## src/rtl/op_seq_pkg.sv

```systemverilog
// Shared types and defaults for the op_sequencer transaction engine.
package op_seq_pkg;

  typedef enum logic [2:0] {
    INIT,
    WARM,
    IDLE,
    START,
    RUN,
    DONE,
    STATUS
  } op_state_t;

  typedef enum logic [1:0] {
    ST_OK   = 2'b00,
    ST_STOP = 2'b01,
    ST_ERR  = 2'b10
  } op_status_t;

  localparam int RT_CYCLES_DEF  = 4;
  localparam int ENABLE_DLY_DEF = 3;

endpackage

```

## src/rtl/op_seq_init.sv

```systemverilog
// Power-up sequencer: rt after reset, then a settle delay before enable.
module op_seq_init
  import op_seq_pkg::*;
#(
  parameter int RT_CYCLES  = RT_CYCLES_DEF,
  parameter int ENABLE_DLY = ENABLE_DLY_DEF
) (
  input  logic i_clk,
  input  logic i_rst,
  output logic o_rt,
  output logic o_enable,
  output logic o_init_done
);

  localparam int CNT_MAX = RT_CYCLES + ENABLE_DLY + 1;
  localparam int CW      = $clog2(CNT_MAX + 1);

  logic [CW-1:0] r_cnt;
  logic [CW-1:0] w_cnt_nxt;

  // saturating count of edges since reset release
  assign w_cnt_nxt = (r_cnt == CW'(CNT_MAX)) ? r_cnt : r_cnt + CW'(1);

  always_ff @(posedge i_clk) begin
    if (i_rst) begin
      r_cnt       <= '0;
      o_rt        <= 1'b1;
      o_enable    <= 1'b0;
      o_init_done <= 1'b0;
    end else begin
      r_cnt       <= w_cnt_nxt;
      o_rt        <= (w_cnt_nxt <= CW'(RT_CYCLES));
      o_enable    <= (w_cnt_nxt >= CW'(CNT_MAX));
      // one cycle early so the FSM reaches IDLE together with enable
      o_init_done <= (w_cnt_nxt >= CW'(CNT_MAX - 1));
    end
  end

endmodule

```

## src/rtl/op_sequencer.sv

```systemverilog
// Transaction engine: power-up, request accept, timed run, end/abort/fault.
module op_sequencer
  import op_seq_pkg::*;
#(
  parameter int LEN_W      = 8,
  parameter int RT_CYCLES  = RT_CYCLES_DEF,
  parameter int ENABLE_DLY = ENABLE_DLY_DEF,
  parameter bit IRQ_EN     = 1'b1
) (
  input  logic             i_clk,
  input  logic             i_rst,
  input  logic             i_req,
  input  logic [LEN_W-1:0] i_len,
  input  logic             i_abort,
  input  logic             i_fault,
  output logic             o_ack,
  output logic             o_rt,
  output logic             o_enable,
  output logic             o_start,
  output logic             o_rdy,
  output logic             o_endd,
  output logic             o_stop,
  output logic             o_er,
  output logic             o_interrupt,
  output logic             o_status_valid,
  output logic [1:0]       o_status
);

  op_state_t  r_state, w_state_nxt;
  op_status_t r_term, w_term_nxt;
  op_status_t r_status;
  logic [LEN_W-1:0] r_cnt, w_cnt_nxt;
  logic w_init_done;
  logic w_ack, w_done, w_sv;

  op_seq_init #(
    .RT_CYCLES  (RT_CYCLES),
    .ENABLE_DLY (ENABLE_DLY)
  ) u_init (
    .i_clk       (i_clk),
    .i_rst       (i_rst),
    .o_rt        (o_rt),
    .o_enable    (o_enable),
    .o_init_done (w_init_done)
  );

  always_comb begin
    w_state_nxt = r_state;
    w_term_nxt  = r_term;
    w_cnt_nxt   = r_cnt;
    w_ack       = 1'b0;
    w_done      = 1'b0;
    w_sv        = 1'b0;
    unique case (r_state)
      INIT: if (!o_rt) w_state_nxt = WARM;
      WARM: if (w_init_done) w_state_nxt = IDLE;
      IDLE: begin
        if (i_req) begin
          w_state_nxt = START;
          w_ack       = 1'b1;
          w_cnt_nxt   = (i_len == '0) ? '0 : i_len - LEN_W'(1);
        end
      end
      START, RUN: begin
        if (i_fault) begin
          w_state_nxt = DONE;
          w_term_nxt  = ST_ERR;
          w_done      = 1'b1;
        end else if (i_abort) begin
          w_state_nxt = DONE;
          w_term_nxt  = ST_STOP;
          w_done      = 1'b1;
        end else if (r_state == RUN && r_cnt == '0) begin
          w_state_nxt = DONE;
          w_term_nxt  = ST_OK;
          w_done      = 1'b1;
        end else begin
          w_state_nxt = RUN;
          if (r_state == RUN) w_cnt_nxt = r_cnt - LEN_W'(1);
        end
      end
      DONE: begin
        w_state_nxt = STATUS;
        w_sv        = 1'b1;
      end
      STATUS: w_state_nxt = IDLE;
      default: w_state_nxt = INIT;
    endcase
  end

  always_ff @(posedge i_clk) begin
    if (i_rst) begin
      r_state        <= INIT;
      r_term         <= ST_OK;
      r_status       <= ST_OK;
      r_cnt          <= '0;
      o_ack          <= 1'b0;
      o_start        <= 1'b0;
      o_rdy          <= 1'b0;
      o_endd         <= 1'b0;
      o_stop         <= 1'b0;
      o_er           <= 1'b0;
      o_interrupt    <= 1'b0;
      o_status_valid <= 1'b0;
    end else begin
      r_state        <= w_state_nxt;
      r_term         <= w_term_nxt;
      r_cnt          <= w_cnt_nxt;
      o_ack          <= w_ack;
      o_start        <= w_ack;
      o_rdy          <= w_done;
      o_endd         <= w_done && (w_term_nxt == ST_OK);
      o_stop         <= w_done && (w_term_nxt == ST_STOP);
      o_er           <= w_done && (w_term_nxt == ST_ERR);
      o_interrupt    <= w_done && IRQ_EN;
      o_status_valid <= w_sv;
      if (w_sv) r_status <= r_term;
    end
  end

  assign o_status = r_status;

endmodule
```

## config.mk

```make
export PLATFORM = sky130hd
export DESIGN_NAME = op_sequencer
export DESIGN_NICKNAME = d
export VERILOG_FILES = /design/src/rtl/op_seq_pkg.sv /design/src/rtl/op_seq_init.sv /design/src/rtl/op_sequencer.sv
export SDC_FILE = /design/constraint.sdc
export NUM_CORES = 1
export LEC_CHECK = 0
export CORE_UTILIZATION = 50
export CTS_CLUSTER_SIZE = 24
export DETAILED_ROUTE_END_ITERATION = 16
export PLACE_DENSITY_LB_ADDON = 0.1
export SYNTH_ARGS = -nofsm -noshare
export SYNTH_HDL_FRONTEND = slang
export SYNTH_SLANG_ARGS = --single-unit
```

## constraint.sdc

```tcl
create_clock -name i_clk -period 3.1 [get_ports i_clk]
set_input_delay 0.62 -clock i_clk [delete_from_list [all_inputs] [get_ports i_clk]]
set_output_delay 0.62 -clock i_clk [all_outputs]
set_load 0.005 [all_outputs]
```

==> flow_summary.toml, run 1 <==
[cells_and_area]
fillers = 261
final_common_cell = "dfxtp_1"
layout-drive-gt1-share_pct = 10.15
fin_area_um2 = 1804
diodes = 0
area.growth.synth_to_final_pct = 16.76
fin_util_pct = 63.25
final_cell_mix = "27 x dfxtp_1, 24 x clkdlybuf4s50_1, 15 x nor2_1, 13 x nand2_1, 13 x a21oi_1"
nets = 221

[detailed_routing]
firstDrtPassIters = 14
ant_nets = 0
via_per_inst = 5.851
dr.first_iter.drc_count = 51
drcViolationCount = 1
wl_per_cell_um = 13.42
vias = 1334
postRouteWirelength_um = 3059

[grt]
overflow = 0
grt_pass1_wl_um = 5202
grt_pass1_vias = 1250
grt_use_total_pct = 20.31
antenna_found_initial = 0
grt_max_degree = 28

[timing]
finalSetupViolations = 0
fin_skew_ns = 0.001718
rsz0062_at_grt = "no"
maxSlewHeadroom_pct = 40.64
hold_viol = 0
max_freq_mhz = 433.7
final_max_slew_viol_count = 0
finalSetupTns_ns = 0
period_share_pct = 74.38
tightest_slew_ns = 0.8657
period_needed_ns = 2.306

[outcome]
status = "complete, but fails checks"
failed_checks = "design-rule violations"

[setup_path]
cp_slowest_stage_delay_ns = 0.63
cp.required_ns = 3.38
critPathLaunchType = "flop"
end_kind = "flop"
crit_path_max_fanout = 18
reg2regPathDepth = 7
arrival_ns = 2.59
cp_slowest_cell = "or4_2"
criticalPathCategory = "flop to flop"
path_cells = "inv_1 > ha_1 > mux2_4 > nand2_2 > nand3_4 > or4_2 > a31oi_1"
ff2ff_setup_slack_ns = 0.79

[place]
place_congestion = 0.8755
dpl.hpwl_um = 2306
placed_cell_area_um2 = 1774
numPortBuffers = 24

[yosys]
syn_avg_cell_area_um2 = 8.730
synthCells = 177
yosys_warnings = 0
ys_seq_area_share_pct = 34.98
synth-edff-count = 0
ys.flop_type = "dfxtp_1"
synth_area_um2 = 1545
syn_nets = 200
ys_types = 49
ys_seq_elements = 27
async_flop_share_pct = 0

[clock_network]
htreeDepth = 1
clk_latency_ns = 0.33
clkSinkCount = 27
cts-resized-gates = 0
clockBufferDepth = 2
cts_setup_buffers = 0
cts_buffers = 3
cts_root_buffer = "clkbuf_4"
clkSlewWorstSetupHoldPaths_ns = 0.15
cts_tree = "yes"
ctsHoldBuffers = 0

[die]
die_x_um = 57.59
io-pin-count = 25
die-area_um2 = 3317
start_util_pct = 54.17
num_rows = 19
coreArea_um2 = 2853
die_h_um = 57.59

[hold_path]
hp-class = "flop to flop"
holdPathStages = 2

[power]
powerDensity_nw_per_um2 = 398.9
leakage_nw = 0.6587
finalPower_mw = 0.7197
ir_drop_v = 0.0002930

[flow_run]
cap_violations = 0
==> path summary, 6_finish.rpt <==
kind                                   from          end
worst max-delay path             r_state[1]     r_cnt[0]
worst max register to register   r_state[1]     r_cnt[0]
worst min register to register  o_status[0]  o_status[0]
worst min-delay path            o_status[0]  o_status[0]
==> cell type report <==
class	count	area, um2	area share (%)
Multi-Input combinational cell	129	902.1	50.00
Clock buffer	3	22.52	1.248
Tap cell	31	38.79	2.150
Sequential cell	27	540.5	29.96
Clock inverter	1	7.507	0.4161
Inverter	12	45.04	2.497
Timing Repair Buffer	25	247.7	13.73
==> worst max-delay path, delay by kind of cell, from the launching register on <==
kind            cells  cell delay [ns]
simple gates        3             0.95
flops               1             0.41
mux                 1             0.38
fa+ha+maj           1             0.25
compound gates      1             0.17
buf+inv             1             0.09
==> sequential cells by signal (all words and copies together), names as in the netlist <==
| signal | flops |
|---|---|
| o_endd | 1 |
| u_init.o_init_done | 1 |
| o_interrupt | 1 |
| o_er | 1 |
| u_init.o_rt | 1 |
| o_status | 2 |
| r_cnt | 8 |
| o_start | 1 |
| u_init.r_cnt | 4 |
| o_status_valid | 1 |
| r_term | 2 |
| o_stop | 1 |
| r_state | 3 |
==> power by group <==
part           internal (mW)  leakage (nW)  switching (mW)  total (mW)
Combinational         0.0836         0.426          0.0956       0.179
Clock                 0.0495        0.0139           0.113       0.162
Sequential             0.364         0.218          0.0144       0.378
==> cell usage after synthesis (3+ instances only) <==
master / n / area share (%)
nor2_1: 15 / 3.6
a21oi_1: 13 / 4.2
dfxtp_1: 27 / 35
buf_2: 4 / 1.3
ha_1: 10 / 8.1
nor3_1: 8 / 2.6
mux2i_1: 3 / 1.9
xnor2_1: 3 / 1.7
buf_4: 3 / 1.5
nand2_1: 13 / 3.2
nand3_1: 4 / 1.3
inv_1: 12 / 2.9
nand2b_1: 4 / 1.6
o21ai_0: 7 / 2.3
nor3b_1: 4 / 1.9
==> per-stage QoR <==
| step | hold WS, ns | instances | worst slack, ns |
|---|---|---|---|
| 2_1_floorplan | 0.4437 | 177 | 0.9268 |
| 3_3_place_gp | 0.4428 | 224 | 0.5635 |
| 3_5_place_dp | 0.4621 | 224 | 0.5535 |
| 4_1_cts | 0.4819 | 228 | 0.7957 |
| 5_1_grt | 0.5072 | 228 | 0.6314 |
| 6_report | 0.4769 | 228 | 0.7944 |
==> kinds of logic after synthesis <==
family          share of synthesized area, %
simple gates                           26.48
compound gates                         16.60
flops                                  34.98
buf+inv                                6.639
fa+ha+maj                              8.097
mux                                    4.372
xor+xnor                               2.835
==> routing by layer <==
metal / track usage (%) / up-vias / wire, um / part of all wire, %
met5: 0 / - / 0 / 0
met4: 8.014 / 0 / 21 / 0.69
met3: 2.948 / 2 / 96 / 3.1
met2: 36.21 / 34 / 1554 / 51
met1: 24.40 / 630 / 1386 / 45
li1: - / 668 / - / -
Power figures use the tool's default switching activity.
==> run 2, diff against run 1 <==
--- a/config.mk
+++ b/config.mk
@@ -5,7 +5,7 @@
 export SDC_FILE = /design/constraint.sdc
 export NUM_CORES = 1
 export LEC_CHECK = 0
-export CORE_UTILIZATION = 50
+export CORE_UTILIZATION = 47
 export CTS_CLUSTER_SIZE = 24
 export DETAILED_ROUTE_END_ITERATION = 16
 export PLACE_DENSITY_LB_ADDON = 0.1
==> constraint.sdc (replaced) <==
create_clock -name i_clk -period 2 [get_ports i_clk]
set_input_delay 0.4 -clock i_clk [delete_from_list [all_inputs] [get_ports i_clk]]
set_output_delay 0.4 -clock i_clk [all_outputs]
set_load 0.005 [all_outputs]
==> run 2 against run 1 <==
  * The run ends with negative setup slack left
  * Non-clock buffer count grew 38
  * Sequential power grew 57%
  * Routed wire length grew 25%
  * Maximum frequency grew 8.4%
  * Combinational power grew 140%
  * First-iteration DRC count grew 25%
  * Clock skew grew 0.0074 ns
  * Die area grew 6.2%
  * Critical endpoint is now r_cnt[3]
==> flow_summary.toml, run 2 (same netlist as run 1, synthesis figures left out) <==
[setup_path]
crit_path_max_fanout = 5
criticalPathCategory = "flop to flop"
cp.required_ns = 2.23
arrival_ns = 2.36
critPathLaunchType = "flop"
end_kind = "flop"

[power]
ir_drop_v = 0.0004996
powerDensity_nw_per_um2 = 560.1
finalPower_mw = 1.254
leakage_nw = 0.8848

[grt]
antenna_found_initial = 0
grt_pass1_vias = 1490
overflow = 0
grt_max_degree = 28
grt_use_total_pct = 23.06
grt_pass1_wl_um = 6230

[place]
place_congestion = 0.8414
dpl.hpwl_um = 2798
dp_slack_ns = -0.2654
numPortBuffers = 24

[die]
coreArea_um2 = 3078
die_x_um = 59.34
num_rows = 20
io-pin-count = 25
start_util_pct = 50.20
die_h_um = 59.34
die-area_um2 = 3521

[clock_network]
htreeDepth = 1
clockBufferDepth = 2
cts_tree = "yes"
clkSinkCount = 27
clkSlewWorstSetupHoldPaths_ns = 0.15
cts_buffers = 3
cts_root_buffer = "clkbuf_4"
ctsHoldBuffers = 0
clk_latency_ns = 0.32

[cells_and_area]
final_cell_mix = "34 x buf_4, 24 x clkdlybuf4s50_1, 23 x dfxtp_1, 15 x nor2_1"
final_common_cell = "buf_4"
fillers = 235
nets = 259
area.growth.synth_to_final_pct = 44.94
register_area_um2 = 548.0
largest_reg_flops = 8
layout-drive-gt1-share_pct = 33.62
top_register = "r_cnt"
largestRegisters = "r_cnt (8), u_init.r_cnt (4), r_state (3)"
multi_input_area_um2 = 991.0
diodes = 0

[hold_path]
hp-class = "flop to flop"

[timing]
hold_slack_ns = 0.4677
fin_skew_ns = 0.009092
finalSetupViolations = 9
tightest_slew_ns = 0.5115
worst_slack_ns = -0.1277
finalSetupTns_ns = -0.6118
max_freq_mhz = 470.0
final_max_slew_viol_count = 0
period_needed_ns = 2.128
period_share_pct = 106.4
rsz0062_at_grt = "yes"
hold_viol = 0
maxSlewHeadroom_pct = 65.59

[detailed_routing]
via_per_inst = 5.222
postRouteWirelength_um = 3818
vias = 1457
ant_nets = 0
wl_per_cell_um = 13.68
dr.first_iter.drc_count = 64
firstDrtPassIters = 4
drcViolationCount = 0

[outcome]
status = "complete, but fails checks"
failed_checks = "negative setup slack"

[flow_run]
cap_violations = 0
==> run 2: power by group <==
group          switching (mW)  internal, mW  total [mW]
Sequential             0.0256         0.567       0.592
Combinational           0.199         0.228       0.427
Clock                   0.160        0.0749       0.235
==> run 2: cell type report <==
cell class                 instances  area share, %
clock buffer                       3          1.006
multi-input combinational        129          44.25
tap                               44          2.458
clock inverter                     1         0.2235
timing repair buffer              63          25.59
sequential                        27          24.47
inverter                          12          2.011
==> run 2: layer usage <==
layer / part of all wire (%) / vias up / wire length, um / track usage, %
met5: 0 / - / 0 / 0
met4: 0.86 / 0 / 33 / 8.163
met3: 4.5 / 6 / 172 / 3.493
met2: 50 / 40 / 1910 / 40.61
met1: 45 / 666 / 1702 / 28.26
li1: - / 745 / - / -
==> run 2: path summary, 6_finish.rpt <==
kind / startpoint / endpoint / slack (ns) / cells after the start
min: o_status[0] / o_status[0] / 0.47 / 2
max reg2reg: r_cnt[1] / r_cnt[3] / -0.13 / 9
min reg2reg: o_status[0] / o_status[0] / 0.47 / 2
max: r_cnt[1] / r_cnt[3] / -0.13 / 9
==> run 2: stage by stage <==
step	cells	util, %	area [um2]
floorplan	177	-	1560
global placement	270	67.11	2066
detailed placement	270	67.11	2066
CTS	278	70.85	2181
global route	279	72.76	2240
finish	279	72.76	2240
==> run 2: worst max-delay path, stage by stage, from the launching register on <==
cell and delay [ns]:
dfxtp_2 0.35, inv_2 0.07, ha_4 0.13, or4b_4 0.46, or4b_4 0.53, nand3_4 0.12
buf_8 0.14, buf_6 0.09, a21oi_2 0.03, o32ai_2 0.12
==> run 2: timing repair <==
item / CTS / global route
gates resized for setup: 12 / 15
gates cloned: 1 / 0
buffers inserted: 3 / 2
endpoints found under the setup margin: 9 / 12
pin swaps: 6 / 6
==> run 3, diff against run 2 <==
--- a/config.mk
+++ b/config.mk
@@ -5,7 +5,8 @@
 export SDC_FILE = /design/constraint.sdc
 export NUM_CORES = 1
 export LEC_CHECK = 0
-export CORE_UTILIZATION = 47
+export ABC_CLOCK_PERIOD_IN_PS = 2000
+export CORE_UTILIZATION = 45
 export CTS_CLUSTER_SIZE = 24
 export DETAILED_ROUTE_END_ITERATION = 16
 export PLACE_DENSITY_LB_ADDON = 0.1
==> run 3 against run 2 <==
  * The run still ends with negative setup slack left
  * First-iteration DRC count increased by 13%
  * Sequential power decreased by 1%
  * Cell count decreased by 0.72%
  * Largest cell class unchanged
==> flow_summary.toml, run 3 (same netlist as run 1, synthesis figures left out) <==
[setup_path]
criticalPathCategory = "flop to flop"
arrival_ns = 2.31
critPathLaunchType = "flop"
cp_num_buf_inv = 2
cp_slowest_cell = "or4b_4"
cp_common_cell = "or4b_4"
cp.required_ns = 2.23
crit_path_max_fanout = 3
end_kind = "flop"
path_cells = "inv_2 > ha_4 > or4b_4 > or4b_4 > nand3_4 > buf_6 > nor2_2 > a32o_1"
cp_slowest_stage_delay_ns = 0.53
critPathTopFamily = "simple AND/OR/NAND/NOR gates"

[cells_and_area]
largestRegisters = "r_cnt (8), u_init.r_cnt (4), r_state (3)"
fin_cells = 277
area.growth.synth_to_final_pct = 37.25
final_cell_mix = "36 x buf_4, 24 x clkdlybuf4s50_1, 24 x dfxtp_1, 14 x nor2_1"
fillers = 264
multi_input_area_um2 = 928.4
final_common_cell = "buf_4"
register_area_um2 = 544.3
top_register = "r_cnt"
layout-drive-gt1-share_pct = 27.47
diodes = 0
largest_reg_flops = 8
nets = 257

[detailed_routing]
via_per_inst = 5.195
firstDrtPassIters = 4
ant_nets = 0
postRouteWirelength_um = 3537
drcViolationCount = 0
vias = 1439
wl_per_cell_um = 12.77
dr.first_iter.drc_count = 72

[die]
num_rows = 20
die_x_um = 60.60
die_h_um = 60.60
coreArea_um2 = 3153
die-area_um2 = 3672
io-pin-count = 25
start_util_pct = 49.01

[clock_network]
cts_tree = "yes"
clkSinkCount = 27
clkSlewWorstSetupHoldPaths_ns = 0.14
clk_latency_ns = 0.32
htreeDepth = 1
clockBufferDepth = 2
ctsHoldBuffers = 0
cts_root_buffer = "clkbuf_4"
cts_buffers = 3

[outcome]
status = "complete, but fails checks"
failed_checks = "negative setup slack"

[place]
dp.cells = 271
numPortBuffers = 24
place_congestion = 0.9325
dpl.hpwl_um = 2871
dp_slack_ns = -0.2740

[timing]
finalSetupViolations = 8
hold_viol = 0
finalSetupTns_ns = -0.4543
rsz0062_at_grt = "yes"
fin_skew_ns = 0.01338
period_needed_ns = 2.082
worst_slack_ns = -0.08248
tightest_slew_ns = 0.4896
period_share_pct = 104.1
maxSlewHeadroom_pct = 66.42
max_freq_mhz = 480.2
final_max_slew_viol_count = 0

[flow_run]
cap_violations = 0

[grt]
grt_max_degree = 16
antenna_found_initial = 0
overflow = 0
grt_use_total_pct = 21.84
grt_pass1_vias = 1436
grt_pass1_wl_um = 6016

[power]
powerDensity_nw_per_um2 = 551.0
leakage_nw = 0.8393
ir_drop_v = 0.0003950

[hold_path]
hp-class = "flop to flop"
## run 3: cell types whose count changed in the layout (fill, tap and decap cells not counted), sizes merged
cell and delta:
buf -2, clkbuf +1, clkinv -1
## run 3: worst reg2reg max path: stages (launching register included)
cell and delay (ns):
dfxtp_2 0.36, inv_2 0.07, ha_4 0.13, or4b_4 0.47, or4b_4 0.53, nand3_4 0.10, buf_6 0.12, nor2_2 0.03
a32o_1 0.20
## run 3: final timing paths
path                             startpoint           to  slack, ns  cells past startpoint
worst max register to register     r_cnt[0]     r_cnt[6]      -0.08                      8
worst max-delay path               r_cnt[0]     r_cnt[6]      -0.08                      8
worst min-delay path            o_status[1]  o_status[1]       0.49                      2
worst min register to register  o_status[1]  o_status[1]       0.49                      2
## run 3: routing by layer
metal	wire, um	track usage (%)	up-vias
li1	-	-	741
met1	1613	26.79	667
met2	1689	38.30	27
met3	180	5.330	4
met4	53	5.519	0
met5	0	0	-
## run 3: final cells by class
type | instances | area share, %
inverter | 12 | 2.124
clock buffer | 4 | 1.239
multi-input combinational | 129 | 43.78
tap | 44 | 2.596
timing repair buffer | 61 | 24.60
sequential | 27 | 25.66
## run 3: per-stage QoR
step           hold WS (ns)  util [%]  area [um2]  power [mW]
6_report             0.4887     67.26        2121       1.169
2_1_floorplan        0.4437         -        1560      0.7959
3_5_place_dp         0.4680     65.36        2061      0.9457
3_3_place_gp         0.4460     65.36        2061      0.9251
4_1_cts              0.4871     66.55        2098       1.177
5_1_grt              0.5107     67.26        2121       1.241
## run 3: timing repair
action	CTS	global route
pin swaps	2	1
gates resized for setup	1	4
cloned	0	0
setup buffers	1	1
endpoints found under the setup margin	8	11
## run 3: power by group
group | switching, mW | internal, mW
Clock | 0.149 | 0.0780
Combinational | 0.175 | 0.180
Sequential | 0.0204 | 0.566
Total | 0.345 | 0.824
==> patch 1 (settings of run 3) <==
Set the parameter `IRQ_EN` to 1'b0 (it was 1'b1).
--- a/src/rtl/op_sequencer.sv
+++ b/src/rtl/op_sequencer.sv
@@ -5,7 +5,7 @@
   parameter int LEN_W      = 8,
   parameter int RT_CYCLES  = RT_CYCLES_DEF,
   parameter int ENABLE_DLY = ENABLE_DLY_DEF,
-  parameter bit IRQ_EN     = 1'b1
+  parameter bit IRQ_EN     = 1'b0
 ) (
   input  logic             i_clk,
   input  logic             i_rst,
Function: no difference found for any inputs over 10 cycles, from zero or initial values and one cycle with i_rst high; that may be too few to reach the edited logic, so the function may still have changed.
==> patch 1 against run 3 <==
Fmax grew 5.9%. Synthesized area shrank 0.40%. Sequential cell count is the same. Power grew 2.7%. Routed wire length grew 12%. Setup slack gained 120 ps. Cell area shrank 2.8%. Critical path type is now in -> reg. Critical endpoint unchanged.
==> patch 1: results (changes against run 3) <==
[metrics] reg-to-reg slack, setup: 80 ps (was -80 ps)
[metrics] largest net degree at the start of global routing: 17 (was 16)
[metrics] number of iterations in the first detailed-routing pass: 4 (unchanged)
[metrics] Clk pin slew, worst setup/hold paths: 160 ps (was 140 ps)
[metrics] synth top area cells: sky130_fd_sc_hd__dfxtp_1, sky130_fd_sc_hd__ha_1, sky130_fd_sc_hd__a21oi_1 (unchanged)
[metrics] number of global-route vias before repair: 1391 (was 1436)
[metrics] sequential-to-total area share from yosys stat: 35.1% (was 35.0%)
[metrics] number of distinct library cells after synthesis: 47 (was 49)
[metrics] placed inst area: 1980 um2 (was 2060 um2)
[metrics] leading registers by flop count: r_cnt: 8 flops, u_init.r_cnt: 4 flops, r_state: 3 flops (unchanged)
[metrics] proportion of layout cells with a drive suffix above 1: 21.1% (was 27.5%)
[metrics] maximum vdd drop: 347 uV (was 395 uV)
[metrics] Critical Path Slowest Stage Cell: sky130_fd_sc_hd__or4_1 (was sky130_fd_sc_hd__or4b_4)
[metrics] Detailed Route Iter0 Violations: 91 (was 72)
[metrics] critical path peak fanout: 2 (was 3)
[metrics] I/O Buffers: 23 (was 24)
[metrics] Top delay family on crit path: simple AND/OR/NAND/NOR gates (unchanged)
[metrics] Synthesized Nets: 201 (was 200)
[metrics] Total GRT Usage: 22.3% (was 21.8%)
[metrics] post-CTS setup buffer count: 0 (was 1)
[metrics] RePlAce Congestion: 0.911 (was 0.933)
[metrics] end of the worst register-to-register path: r_cnt[7] (was r_cnt[6])
[metrics] launch instance of the worst min-delay path: o_status[0] (was o_status[1])
[metrics] outcome: finished clean (was complete, but fails checks)
[metrics] worst reg2reg path startpoint: r_state[0] (was r_cnt[0])
[metrics] Skew-Pair Late Insertion Delay: 340 ps (was 320 ps)
[metrics] endpoint of the worst hold path: o_status[0] (was o_status[1])
[metrics] Detailed Route WL: 3950 um (was 3540 um)
[metrics] wire length of the first global-routing pass: 6150 um (was 6020 um)
[metrics] largest stage delay on the critical path: 510 ps (was 530 ps)
[metrics] synth cell count leaders: sky130_fd_sc_hd__dfxtp_1, sky130_fd_sc_hd__a21oi_1, sky130_fd_sc_hd__nor2_1 (was sky130_fd_sc_hd__dfxtp_1, sky130_fd_sc_hd__nor2_1, sky130_fd_sc_hd__a21oi_1, sky130_fd_sc_hd__nand2_1, sky130_fd_sc_hd__inv_1)
[metrics] final HPWL from detailed placement: 2980 um (was 2870 um)
[metrics] data arrival time of the critical path: 2220 ps (was 2310 ps)
[metrics] average via count per standard cell: 5.79 (was 5.19)
[metrics] path depth of the worst reg2reg path: 7 (was 8)
[metrics] total net switching power: 0.382 mW (was 0.345 mW)
[metrics] static leakage: 0.813 nW (was 0.839 nW)
[metrics] Layout Nets: 247 (was 257)
[metrics] worst-case clock skew: 9.16 ps (was 13.4 ps)
patch 1: repair_timing:
item | CTS | global route
pin swaps | 1 | 1
resized for setup | 0 | 15
endpoints found under the setup margin | 1 | 7
patch 1: worst min-delay path, delay by kind of cell (launching register included):
family | cells | cell delay, ps
flops | 1 | 340
compound gates | 1 | 50
simple gates | 1 | 50
patch 1: worst max-delay path by stage:
stage | from | cells after the start | endpoint | slack (ps)
final | i_len[5] | 5 | r_cnt[6] | 30
after global routing | i_len[5] | 5 | r_cnt[6] | 3
after CTS | r_state[0] | 6 | r_cnt[6] | 2
after detailed placement | i_len[0] | 7 | r_cnt[6] | -380
after global placement | i_len[0] | 7 | r_cnt[6] | -280
after floorplan | r_state[0] | 6 | r_cnt[6] | 150
patch 1: cell type report:
type                            instances  area (um2)
Clock buffer                            3        22.5
Clock inverter                          1        7.51
Fill cell                             280        1090
Inverter                               12        45.0
Multi-Input combinational cell        131         960
Sequential cell                        27         542
Tap cell                               44        55.1
Timing Repair Buffer                   49         430
patch 1: metrics by stage:
step	setup TNS (ps)	instances	setup WS (ps)	hold slack (ps)	power, mW
4_1_cts	0	267	2.19	469	1.18
6_report	0	267	33.6	468	1.20
3_5_place_dp	-1860	263	-384	450	0.940
2_1_floorplan	0	178	154	443	0.793
3_3_place_gp	-1500	263	-276	443	0.922
5_1_grt	0	267	2.69	485	1.26
patch 1: cells by family after synthesis:
kind of cell	after synthesis	share of synthesized area (%)
simple gates	60	22.3
xor+xnor	5	2.85
flops	27	35.1
compound gates	52	24.0
mux	3	2.03
buf+inv	20	5.37
fa+ha+maj	10	8.13
other cells	1	0.244
patch 1: metal layers:
metal	vias to the layer above	wire [um]	GRT usage [%]	part of all wire, %
met1	737	1710	28.2	43
met2	54	1970	38.9	50
met4	0	34	8.12	0.86
li1	748	-	-	-
met3	6	229	2.77	5.8
met5	-	0	0	0
patch 1: power by group through the flow:
stage	Clock [mW]	Sequential, mW	Combinational (mW)
finish	0.251	0.592	0.357
CTS	0.254	0.589	0.341
detailed placement	0	0.601	0.339
floorplan	0	0.595	0.198
global route	0.275	0.595	0.391
global placement	0	0.598	0.324
==> patch 2 (settings of run 3) <==
Without the edit above. The 7 states of `op_state_t` get a one-hot encoding in 7 bits.
--- a/src/rtl/op_seq_pkg.sv
+++ b/src/rtl/op_seq_pkg.sv
@@ -1,14 +1,14 @@
 // Shared types and defaults for the op_sequencer transaction engine.
 package op_seq_pkg;
 
-  typedef enum logic [2:0] {
-    INIT,
-    WARM,
-    IDLE,
-    START,
-    RUN,
-    DONE,
-    STATUS
+  typedef enum logic [6:0] {
+    INIT   = 7'b0000001,
+    WARM   = 7'b0000010,
+    IDLE   = 7'b0000100,
+    START  = 7'b0001000,
+    RUN    = 7'b0010000,
+    DONE   = 7'b0100000,
+    STATUS = 7'b1000000
   } op_state_t;
 
   typedef enum logic [1:0] {
Behaviour: no difference found for any inputs over 10 cycles, from zero or initial values and one cycle with i_rst high; not proved beyond that.
==> patch 2 against run 3 <==
First-iteration DRC count is 22% higher. Highest routed layer unchanged. Setup slack improved by 140 ps. Synthesized area is 6.9% higher. Cell area grew 4.7%. Clock skew decreased by 9.7 ps. Critical path type unchanged. Die area up 6.6%. Routed wire length grew 9.7%. Sequential cell count up 5.
Power is not compared: it rests on default switching activity, and its combinational part moved more than twofold at a synthesized area within 25%.
==> patch 2: results (changes against run 3) <==
[metrics] outcome: finished clean (was complete, but fails checks)
[metrics] final HPWL from detailed placement: 2910 um (was 2870 um)
[metrics] synth cell count leaders: sky130_fd_sc_hd__dfxtp_1, sky130_fd_sc_hd__nor2_1, sky130_fd_sc_hd__inv_1, sky130_fd_sc_hd__nor3_1, sky130_fd_sc_hd__nand2_1 (was sky130_fd_sc_hd__dfxtp_1, sky130_fd_sc_hd__nor2_1, sky130_fd_sc_hd__a21oi_1, sky130_fd_sc_hd__nand2_1, sky130_fd_sc_hd__inv_1)
[metrics] sequential share of cell area: 28.9% (was 25.7%)
[metrics] RePlAce Congestion: 0.831 (was 0.933)
[metrics] leading registers by flop count: r_cnt: 8 flops, r_state: 7 flops, u_init.r_cnt: 4 flops (was r_cnt: 8 flops, u_init.r_cnt: 4 flops, r_state: 3 flops)
[metrics] total length of routed met2 wires: 1940 um (was 1690 um)
[metrics] synth top area cells: sky130_fd_sc_hd__dfxtp_1, sky130_fd_sc_hd__nor2_1, sky130_fd_sc_hd__ha_1 (was sky130_fd_sc_hd__dfxtp_1, sky130_fd_sc_hd__ha_1, sky130_fd_sc_hd__a21oi_1)
[metrics] actual transition at the worst max-transition pin: 452 ps (was 490 ps)
[metrics] Mapped Area: 1650 um2 (was 1550 um2)
[metrics] Clk pin slew, worst setup/hold paths: 110 ps (was 140 ps)
[metrics] complex-gate fraction of the synthesized area: 15.4% (was 16.6%)
[metrics] worst-case clock skew: 3.71 ps (was 13.4 ps)
[metrics] total number of H-tree levels: 2 (was 1)
[metrics] wire length of the first global-routing pass: 6220 um (was 6020 um)
[metrics] total clock buffers created by CTS: 5 (was 3)
[metrics] proportion of final cell area spent on non-clock buffers: 19.1% (was 24.6%)
[metrics] multiplexer fraction of the synthesized cell area: 2.50% (was 4.37%)
[metrics] filler cell count: 294 (was 264)
[metrics] critical path peak fanout: 6 (was 3)
[metrics] vias: 1548 (was 1439)
[metrics] post-layout total power: 1.21 mW
[metrics] adder-cell share of the synthesized area: 5.30% (was 8.10%)
[metrics] multi-input combinational area share: 44.8% (was 43.8%)
[metrics] number of distinct library cells after synthesis: 43 (was 49)
[metrics] Detailed Route WL: 3880 um (was 3540 um)
[metrics] count of state elements after synthesis: 32 (was 27)
[metrics] Total GRT Usage: 20.4% (was 21.8%)
[metrics] Layout Nets: 259 (was 257)
[metrics] Met1 Routed Length: 1720 um (was 1610 um)
[metrics] post-synthesis area per instance: 8.56 um2 (was 8.73 um2)
[metrics] Detailed Route Iter0 Violations: 88 (was 72)
[metrics] path depth of the worst reg2reg path: 4 (was 8)
[metrics] Setup Slack @ Placement: -488 ps (was -274 ps)
[metrics] sequential-to-total area share from yosys stat: 38.8% (was 35.0%)
-- patch 2: critical path: stages (launching register included) --
cell and delay, ps:
sky130_fd_sc_hd__dfxtp_2 340, sky130_fd_sc_hd__or4_4 600, sky130_fd_sc_hd__or4_4 590, sky130_fd_sc_hd__a32oi_1 250
sky130_fd_sc_hd__nor2_1 60
-- patch 2: repair_timing --
item                       4_1_cts  5_1_grt
pin swaps                        0        5
gates resized for setup          4       11
setup buffers                    0        1
setup endpoints to repair        6        9
-- patch 2: worst max path at each step --
stage	from	end	slack [ps]	cells past startpoint
final	r_state[1]	r_term[1]	60	4
after global routing	r_state[1]	r_cnt[1]	-20	5
after CTS	r_state[6]	r_cnt[0]	20	5
after detailed placement	i_len[5]	r_cnt[3]	-490	6
after global placement	i_len[5]	r_cnt[0]	-370	6
after floorplan	i_len[5]	r_cnt[3]	50	5
